## src/rtl/hex_display_scan.sv

```systemverilog
`default_nettype none
// ============================================================================
// Module      : hex_display_scan
// Description : Memory-mapped hex display scanner. The CPU writes a 32-bit
//               value into a shadow register; the value is copied to the
//               displayed (active) register only at a scan-frame boundary, so
//               one frame never mixes old and new nibbles. Nibbles of the
//               active value are time-multiplexed onto a shared 4-bit digit
//               bus with a one-hot, active-low digit enable vector.
//               Register map: addr 0 = VALUE, addr 1 = CTRL
//               CTRL: bit0 en (reset 1), bit1 hold (reset 0),
//                     bit2 lzb (reset 1, only with HEX_DISP_LZB_EN).
// Options     : define HEX_DISP_LZB_EN to enable leading-zero blanking.
// Revision    : 1.0 - initial release
// ============================================================================
module hex_display_scan #(
    parameter int NUM_DIGITS = 8,
    parameter int SCAN_DIV   = 50000
) (
    input  logic                  clk,
    input  logic                  rst,
    input  logic                  wr_en,
    input  logic                  addr,
    input  logic [31:0]           wr_data,
    output logic [31:0]           rd_data,
    output logic [3:0]            digit,
    output logic [NUM_DIGITS-1:0] an_n,
    output logic [2:0]            digit_idx
);

    // ------------------------------------------------------------------------
    // Constants
    // ------------------------------------------------------------------------
    localparam int                     c_div_w    = (SCAN_DIV > 1) ? $clog2(SCAN_DIV) : 1;
    localparam logic [c_div_w-1:0]     c_div_last = c_div_w'(SCAN_DIV - 1);
    localparam logic [2:0]             c_idx_last = 3'(NUM_DIGITS - 1);
    localparam logic [NUM_DIGITS-1:0]  c_one      = NUM_DIGITS'(1);

    // ------------------------------------------------------------------------
    // Registers and wires
    // ------------------------------------------------------------------------
    logic [31:0]           r_shadow;
    logic [31:0]           r_active;
    logic                  r_pending;
    logic                  r_en;
    logic                  r_hold;
    logic [c_div_w-1:0]    r_div;
    logic [2:0]            r_idx;

    logic                  w_wr_value;
    logic                  w_wr_ctrl;
    logic                  w_div_tc;
    logic                  w_frame;
    logic                  w_load;
    logic                  w_blank;
    logic                  w_lzb_bit;
    logic [3:0]            w_nibble;
    logic [NUM_DIGITS-1:0] w_onehot;

    // ------------------------------------------------------------------------
    // Decode and scan timing
    // ------------------------------------------------------------------------
    assign w_wr_value = wr_en && !addr;
    assign w_wr_ctrl  = wr_en &&  addr;
    assign w_div_tc   = (r_div == c_div_last);
    // A frame ends on the last divider cycle of the last digit.
    assign w_frame    = w_div_tc && (r_idx == c_idx_last);
    // Shadow-to-active copy happens only at a frame edge and never while held.
    assign w_load     = w_frame && r_pending && !r_hold;

    // Control register: enable and hold bits.
    always_ff @(posedge clk) begin
        if (rst) begin
            r_en   <= 1'b1;
            r_hold <= 1'b0;
        end else if (w_wr_ctrl) begin
            r_en   <= wr_data[0];
            r_hold <= wr_data[1];
        end
    end

`ifdef HEX_DISP_LZB_EN
    logic       r_lzb;
    logic [7:0] w_upper_zero;

    // Run-time leading-zero blanking switch, CTRL bit2.
    always_ff @(posedge clk) begin
        if (rst) begin
            r_lzb <= 1'b1;
        end else if (w_wr_ctrl) begin
            r_lzb <= wr_data[2];
        end
    end

    // w_upper_zero[i] is set when digit i and every digit above it are zero.
    // Digit 0 is never blanked, and slots beyond NUM_DIGITS never occur.
    for (genvar gi = 0; gi < 8; gi++) begin : g_upper_zero
        if ((gi > 0) && (gi < NUM_DIGITS)) begin : g_live
            assign w_upper_zero[gi] = (r_active[4*NUM_DIGITS-1:4*gi] == '0);
        end else begin : g_none
            assign w_upper_zero[gi] = 1'b0;
        end
    end

    assign w_blank   = r_lzb && w_upper_zero[r_idx];
    assign w_lzb_bit = r_lzb;
`else
    assign w_blank   = 1'b0;
    assign w_lzb_bit = 1'b0;
`endif

    // Divider counts the dwell time of each digit; the digit index advances
    // on its terminal count and wraps after the last configured digit.
    always_ff @(posedge clk) begin
        if (rst) begin
            r_div <= '0;
            r_idx <= 3'd0;
        end else if (w_div_tc) begin
            r_div <= '0;
            r_idx <= (r_idx == c_idx_last) ? 3'd0 : r_idx + 3'd1;
        end else begin
            r_div <= r_div + 1'b1;
        end
    end

    // Double buffer. The VALUE write is evaluated after the frame-edge load so
    // a write landing on the boundary keeps pending set (set beats clear),
    // while the active register still takes the pre-write shadow contents.
    always_ff @(posedge clk) begin
        if (rst) begin
            r_shadow  <= 32'd0;
            r_active  <= 32'd0;
            r_pending <= 1'b0;
        end else begin
            if (w_load) begin
                r_active  <= r_shadow;
                r_pending <= 1'b0;
            end
            if (w_wr_value) begin
                r_shadow  <= wr_data;
                r_pending <= 1'b1;
            end
        end
    end

    // ------------------------------------------------------------------------
    // Display outputs
    // ------------------------------------------------------------------------
    assign w_nibble = r_active[{r_idx, 2'b00} +: 4];
    assign w_onehot = c_one << r_idx;

    // Registered digit bus and enables; disabled or blanked slots go dark
    // while the nibble and index keep following the scan.
    always_ff @(posedge clk) begin
        if (rst) begin
            digit     <= 4'd0;
            digit_idx <= 3'd0;
            an_n      <= '1;
        end else begin
            digit     <= w_nibble;
            digit_idx <= r_idx;
            an_n      <= (r_en && !w_blank) ? ~w_onehot : '1;
        end
    end

    // Read mux: VALUE returns what is on the display, not the shadow.
    always_comb begin
        rd_data = r_active;
        if (addr) begin
            rd_data = {29'd0, w_lzb_bit, r_hold, r_en};
        end
    end

endmodule
`default_nettype wire
```

## config.mk

```make
export PLATFORM = sky130hd
export DESIGN_NAME = hex_display_scan
export DESIGN_NICKNAME = d
export VERILOG_FILES = /design/src/rtl/hex_display_scan.sv
export SDC_FILE = /design/constraint.sdc
export NUM_CORES = 1
export LEC_CHECK = 0
export CORE_MARGIN = 3
export CORE_UTILIZATION = 45
export DETAILED_ROUTE_END_ITERATION = 16
export PLACE_DENSITY_LB_ADDON = 0.3
export SYNTH_ARGS = -nofsm -noshare
export SYNTH_HDL_FRONTEND = slang
export SYNTH_SLANG_ARGS = --single-unit
```

## constraint.sdc

```tcl
create_clock -name clk -period 2.14 [get_ports clk]
set_clock_uncertainty 0.15 [all_clocks]
set_input_delay 0.321 -clock clk [delete_from_list [all_inputs] [get_ports clk]]
set_output_delay 0.321 -clock clk [all_outputs]
set_load 0.01 [all_outputs]
```

==> run metrics, run 1 <==
status=finished, final reports clean; crit end category=primary output; GP Congestion=slightly below 0.8; Starting Density=a little under half; register area=between 2000 and 2500 um2; I/O Buffers=82; max cap viols=0; Worst IR Drop VDD=between 0.2 and 0.3 mV; min Tclk post-route=between 2000 and 2500 ps; Detailed Place HPWL=between 6 and 7 mm; Core ar.=about 9400 um2; ranking of synthesized cells by area=dfxtp_1, nand2b_1, mux2i_1, nand2_1, nor2b_1; r2r setup slk=about 180 ps; gr usage total=about 18%; CTS buffer count=9; critical path type=in -> out; layout cells sized above 1=8.70%; hold slack=approximately 240 ps; Synthesized Nets=between 500 and 600; DR WL/cell=roughly 14 um; Finish-stage setup viols=0; Async S/R FF share, synth=0%; Pleak=slightly above 2 nW; Final Cycle Share=94.9%; RSZ-0062 raised after global routing=no; area of the mapped netlist=approximately 4400 um2; routed vias/inst=between 4 and 5; register area share after synthesis=45.8%; Root Buffer=clkbuf_8; CTS H-tree depth=3; Nets=between 600 and 700; DR vias=3448; initial antenna violation count=0; Synth area leader=dfxtp_1; Worst-Margin Slew=between 500 and 600 ps; crit path DAT=between 1500 and 2000 ps; area delta synth->final=26.5%; Pwr per Cell Area=approximately 610 nW/um2; most numerous cell in the Yosys netlist=dfxtp_1; drt drc=0; clk sinks=101; vias in the first global route=between 3000 and 4000; fmax=492 MHz; Synth Register Bits=~100; clock latency on the worst-skew pair=~360 ps; Die ar.=between 10000 and 15000 um2; area of the multi-input gates=2230 um2; drt first pass iters=4; Max-slew headroom=between 60 and 70%; clock slew at reported path FFs=90 ps; Clock Tree Buf Depth=2; Worst R2R Start=r_div[0]; total wire length=just under 10 mm; I/O pins=a little over 80; Avg Inst Size Synth=9.15 um2; hold_buf cts=0; Distinct cells, synth=31; CP Launch Type=input port; Hold Startpoint=rst; Worst Hold Class=in -> reg; DR iter-0 viols=approximately 130; TritonCTS clock tree=built; final hold violation count=0; Die Span Y=between 100 and 150 um; worst path required time=about 1700 ps; Hold EP=r_shadow[9]; first-pass GRT wire length=around 16 mm; Yosys warnings=0; total global routing overflow=0; Post-synth EDFFs=0; post-synthesis cell count=approximately 480; worst-case reg-to-reg path depth=6; Total Power=3.42 mW; crit-path max FO=5; Slew Viols, Final=0; # fillers=between 800 and 900; main flop type after synthesis=dfxtp_1; worst hold stages=2; Antenna Nets Post-Route=0; # diodes=0; post-synth top area share=a little under half; largest net degree at the start of global routing=91; post-CTS setup buffers=0; r2r endpoint=r_active[28]; top cells by count, synth=dfxtp_1, nand2_1, nand2b_1, a21oi_1, nor2b_1; Site Rows=35; die extent in x=~110 um
==> worst max path at each step <==
| stage | start | endpoint | slack, ps | cells after the start |
|---|---|---|---|---|
| 2_1_floorplan | r_div[0] | r_active[10] | 260 | 6 |
| 3_3_place_gp | addr | rd_data[19] | -90 | 5 |
| 3_5_place_dp | addr | rd_data[31] | -110 | 5 |
| 4_1_cts | addr | rd_data[5] | 4 | 5 |
| 5_1_grt | r_div[0] | r_active[16] | 40 | 6 |
| 6_report | addr | rd_data[0] | 110 | 4 |
==> flip-flops by register name (all words and copies together) (netlist names) <==
| name | count |
|---|---|
| r_pending | 1 |
| digit | 4 |
| r_hold | 1 |
| an_n | 8 |
| digit_idx | 3 |
| r_idx | 3 |
| r_shadow | 32 |
| r_en | 1 |
| r_active | 32 |
| r_div | 16 |
==> cell type report <==
cell class                 count  share of cell area, %
multi-input combinational    344                   39.9
sequential                   101                   36.2
timing repair buffer          95                   16.8
tap                          129                   2.89
clock buffer                  11                   2.71
clock inverter                 5                   1.05
inverter                       7                  0.470
==> worst max-delay path, cell delays in order <==
cell and delay [ps]:
clkdlybuf4s50_1 460, buf_4 150, mux2_2 340, dlygate4sd2_1 290
==> power by group <==
group | switching, mW | internal (mW)
clock | 0.642 | 0.604
combinational | 0.110 | 0.128
sequential | 0.0223 | 1.92
==> stage by stage <==
step           cell area, um2  setup TNS, ps  worst slack [ps]  cells  util (%)
3_3_place_gp             5410          -1200             -89.5    676      57.7
3_5_place_dp             5410          -1510              -108    676      57.7
4_1_cts                  5580              0              3.69    692      59.5
6_report                 5590              0               109    692      59.6
2_1_floorplan            4420              0               261    483         -
5_1_grt                  5590              0              36.9    692      59.6
==> per-layer routing <==
| metal | vias to the layer above | routed length (um) | track usage, % |
|---|---|---|---|
| met3 | 21 | 371 | 3.27 |
| met5 | - | 0 | 0 |
| li1 | 1719 | - | - |
| met1 | 1630 | 4450 | 23.6 |
| met2 | 78 | 4660 | 28.5 |
| met4 | 0 | 197 | 7.78 |
==> logic make-up after synthesis <==
family          after synthesis  share of synthesized area (%)
compound gates               41                           4.76
xor+xnor                     14                           2.78
fa+ha+maj                     7                           1.98
buf+inv                      38                           4.05
flops                       101                           45.8
mux                          43                           12.1
simple gates                239                           28.6
==> cells in the final DEF (no fill, tap or decap), types with 5 or more instances in the layout <==
| cell type | synthesis | layout |
|---|---|---|
| dfxtp_1 | 101 | 101 |
| nand2_1 | 84 | 84 |
| nand2b_1 | 67 | 67 |
| clkdlybuf4s50_1 | 0 | 49 |
| a21oi_1 | 39 | 39 |
| nor2b_1 | 36 | 35 |
| mux2i_1 | 32 | 32 |
| dlygate4sd2_1 | 0 | 31 |
| nor2_1 | 22 | 22 |
| xnor2_1 | 12 | 12 |
| clkbuf_8 | 0 | 11 |
| nand3_1 | 10 | 10 |
| mux4_2 | 8 | 8 |
| buf_4 | 0 | 8 |
| inv_1 | 7 | 7 |
| ha_1 | 7 | 7 |
| buf_12 | 0 | 5 |
==> timing repair <==
item / CTS / global route
endpoints found under the setup margin: 31 / 27
pin swaps: 0 / 1
resized for setup: 31 / 3
(Power assumes the default switching activity.)
==> inputs of run 2 (changes only) <==
--- a/config.mk
+++ b/config.mk
@@ -7,6 +7,7 @@
 export LEC_CHECK = 0
 export CORE_MARGIN = 3
 export CORE_UTILIZATION = 45
+export CTS_CLUSTER_SIZE = 24
 export DETAILED_ROUTE_END_ITERATION = 16
 export PLACE_DENSITY_LB_ADDON = 0.3
 export SYNTH_ARGS = -nofsm -noshare
==> results of run 2 <==
The final DEF is identical to that of run 1; final timing and power are the same.
==> inputs of run 3 (changes only) <==
--- a/config.mk
+++ b/config.mk
@@ -5,6 +5,7 @@
 export SDC_FILE = /design/constraint.sdc
 export NUM_CORES = 1
 export LEC_CHECK = 0
+export ABC_AREA = 1
 export CORE_MARGIN = 3
 export CORE_UTILIZATION = 45
 export CTS_CLUSTER_SIZE = 24
==> run 3 against run 2 <==
Register-to-register slack got worse by 20 ps; count of clock-buffer cells in the layout fell by 2; non-clock buffer count rose by 2; clock power decreased by 10%.
==> run metrics, run 3 <==
die extent in x=104 um (was 105 um); CP Launch Type=input port (unchanged); Clock Tree Buf Depth=2 (unchanged); Site Rows=35 (unchanged); vias in the first global route=3807 (was 3388); most frequent cells in the layout=nor2_1, nand2_1, dfxtp_1 (was dfxtp_1, nand2_1, nand2b_1); I/O pins=83 (unchanged); worst-case reg-to-reg path depth=5 (was 6); Die ar.=10800 um2 (was 11000 um2); Cells after DPL=824 (was 676); Root Buffer=clkbuf_8 (unchanged); crit path DAT=1550 ps (was 1560 ps); critical path type=in -> out (unchanged); placed instance area=5280 um2 (was 5410 um2); Nets=749 (was 601); Distinct cells, synth=26 (was 31); CTS buffer count=9 (unchanged); Synth area leader=dfxtp_1 (unchanged); register area share after synthesis=47.0% (was 45.8%); post-synthesis cell count=628 (was 483); slowest CP cell=clkdlybuf4s50_1 (unchanged); Post-synth EDFFs=0 (unchanged); Detailed Place HPWL=7.56 mm (was 6.88 mm); clock slew at reported path FFs=90 ps (about the same); biggest regs=r_active (32), r_shadow (32), r_div (16) (unchanged); status=finished, final reports clean (unchanged); Simple-Gate Fraction of Synth Area=31.7% (was 28.6%); most numerous cell in the Yosys netlist=nor2_1 (was dfxtp_1); Async S/R FF share, synth=0% (unchanged); Slew Viols, Final=0 (unchanged); drt first pass iters=5 (was 4); min Tclk post-route=2020 ps (was 2030 ps); area of the mapped netlist=4300 um2 (was 4420 um2); first-pass GRT wire length=17.8 mm (was 16.1 mm); main flop type after synthesis=dfxtp_1 (unchanged); CTS H-tree depth=3 (unchanged); Yosys warnings=0 (unchanged); max cap viols=0 (unchanged); initial antenna violation count=0 (unchanged); Pwr per Cell Area=602 nW/um2 (was 612 nW/um2); final instance area=5460 um2 (was 5590 um2); GP Congestion=0.836 (was 0.790); Compound-Gate Fraction of Synth Area=10.1% (was 4.76%); r2r endpoint=r_idx[1] (was r_active[28]); Top delay family on crit path=buffers and inverters (unchanged); # diodes=0 (unchanged); Pleak=2.45 nW (was 2.06 nW); Final Cycle Share=94.5% (was 94.9%); total wire length=10.3 mm (was 9.67 mm); crit end category=primary output (unchanged); most common cell after layout, fill and taps aside=nor2_1 (was dfxtp_1); worst path required time=1670 ps (about the same); area delta synth->final=26.8% (was 26.5%); Place WS=-148 ps (was -108 ps); Max-slew headroom=65.3% (was 64.4%); routed vias/inst=4.86 (was 4.98); post-synth top area share=47.0% (was 45.8%); layout cells sized above 1=5.49% (was 8.70%); drt drc=0 (unchanged); Hold Startpoint=r_div[0] (was rst); CP peak stage delay=550 ps (was 460 ps); Avg Inst Size Synth=6.85 um2 (was 9.15 um2); largest net degree at the start of global routing=35 (was 91); Worst IR Drop VDD=0.318 mV (was 0.285 mV); Die Span Y=104 um (was 105 um); xor-xnor portion of the synthesized cell area=0.407% (was 2.78%); RSZ-0062 raised after global routing=no (unchanged); critical path buffer and inverter count=3 (unchanged); Finish-stage setup viols=0 (unchanged); Worst-Margin Slew=517 ps (was 534 ps); post-CTS setup buffers=0 (unchanged); Antenna Nets Post-Route=0 (unchanged); gr usage total=19.7% (was 17.8%); final setup margin=118 ps (was 109 ps); hold_buf cts=0 (unchanged); DR vias=4079 (was 3448); Adder-Cell Fraction of Synth Area=2.04% (was 1.98%); Worst Hold Class=reg -> reg (was in -> reg); Worst R2R Start=r_idx[0] (was r_div[0]); crit-path cells=dlygate4sd2_1 -> buf_4 -> nor2_1 -> clkdlybuf4s50_1 (was clkdlybuf4s50_1 -> buf_4 -> mux2_2 -> dlygate4sd2_1); clk sinks=101 (unchanged); Non-Filler Instances=840 (was 692); Core ar.=9280 um2 (was 9370 um2); ranking of synthesized cells by area=dfxtp_1, nor2_1, nand2_1, o21ai_0, inv_1 (was dfxtp_1, nand2b_1, mux2i_1, nand2_1, nor2b_1); Synthesized Nets=671 (was 526); top cells by count, synth=nor2_1, nand2_1, dfxtp_1, inv_1, o21ai_0 (was dfxtp_1, nand2_1, nand2b_1, a21oi_1, nor2b_1); r2r setup slk=160 ps (was 180 ps); DR WL/cell=12.2 um (was 14.0 um); largest family of logic cells by synthesized area=simple AND/OR/NAND/NOR gates (unchanged); mux share of post-synthesis cell area=0% (was 12.1%); worst hold stages=1 (was 2); I/O Buffers=82 (unchanged); DR iter-0 viols=164 (was 125); clock latency on the worst-skew pair=360 ps (about the same); total global routing overflow=0 (unchanged); fmax=495 MHz (was 492 MHz); TritonCTS clock tree=built (unchanged); Synth Register Bits=101 (unchanged); Hold EP=r_div[0] (was r_shadow[9]); Starting Density=46.3% (was 47.1%); final hold violation count=0 (unchanged); crit-path max FO=14 (was 5)
## run 3: cell types whose count changed after synthesis, moves of 11 or more
cell,change
o21ai_0,+54
mux2i_1,-32
xnor2_1,-11
nand2_1,+33
inv_1,+49
nor2b_1,-36
nand3_1,+11
nand2b_1,-67
nor2_1,+161
## run 3: logic make-up (layout without fill, tap and decap cells)
kind of cell | count (synthesis) | after routing
AND/OR/NAND/NOR | 341 | 341
XOR/XNOR | 2 | 2
AO/OA/AOI/OAI | 86 | 86
adder cells (fa/ha/maj) | 7 | 7
buffers and inverters | 91 | 174
flip-flops | 101 | 101
## run 3: timing repair
action | in CTS | in global routing
setup endpoints to repair | 31 | 0
hold endpoints to repair | 0 | 0
resized for setup | 2 | 0
## run 3: metal layers
| metal | routed length [um] | track usage [%] |
|---|---|---|
| met1 | 4780 | 26.7 |
| met2 | 4740 | 31.8 |
| met3 | 549 | 3.12 |
| met4 | 223 | 7.60 |
| met5 | 0 | 0 |
## run 3: how the worst max path moves through the flow
stage               cells past startpoint  slack (ps)      from            to
floorplan                               9         490  r_idx[0]  r_active[10]
global placement                        4        -110      addr   rd_data[16]
detailed placement                      4        -150      addr   rd_data[23]
CTS                                     4         120      addr   rd_data[11]
global route                            5          20  r_idx[0]      r_idx[1]
finish                                  4         120      addr   rd_data[11]
## run 3: per-stage QoR
stage               total power [mW]  util, %  hold WS [ps]  TNS [ps]
global route                    3.41     58.8           337         0
CTS                             3.31     58.8           310         0
global placement                2.21     56.8           283     -3030
floorplan                       2.09        -           267         0
finish                          3.29     58.8           311         0
detailed placement              2.21     56.8           294     -3110
## run 3: final cells by class
| type | instances | area (um2) |
|---|---|---|
| multi-input cells | 436 | 1900 |
| well taps | 129 | 161 |
| repair buffers | 97 | 961 |
| flip-flops and latches | 101 | 2020 |
| inverters | 61 | 229 |
| fillers | 907 | 3830 |
| clock inverters | 7 | 55.1 |
| clock buffers | 9 | 124 |
## run 3: report_power, final
group	internal, mW	total (mW)	switching [mW]
clock	0.435	1.12	0.680
sequential	1.93	1.95	0.0251
combinational	0.109	0.218	0.109
total	2.47	3.29	0.814
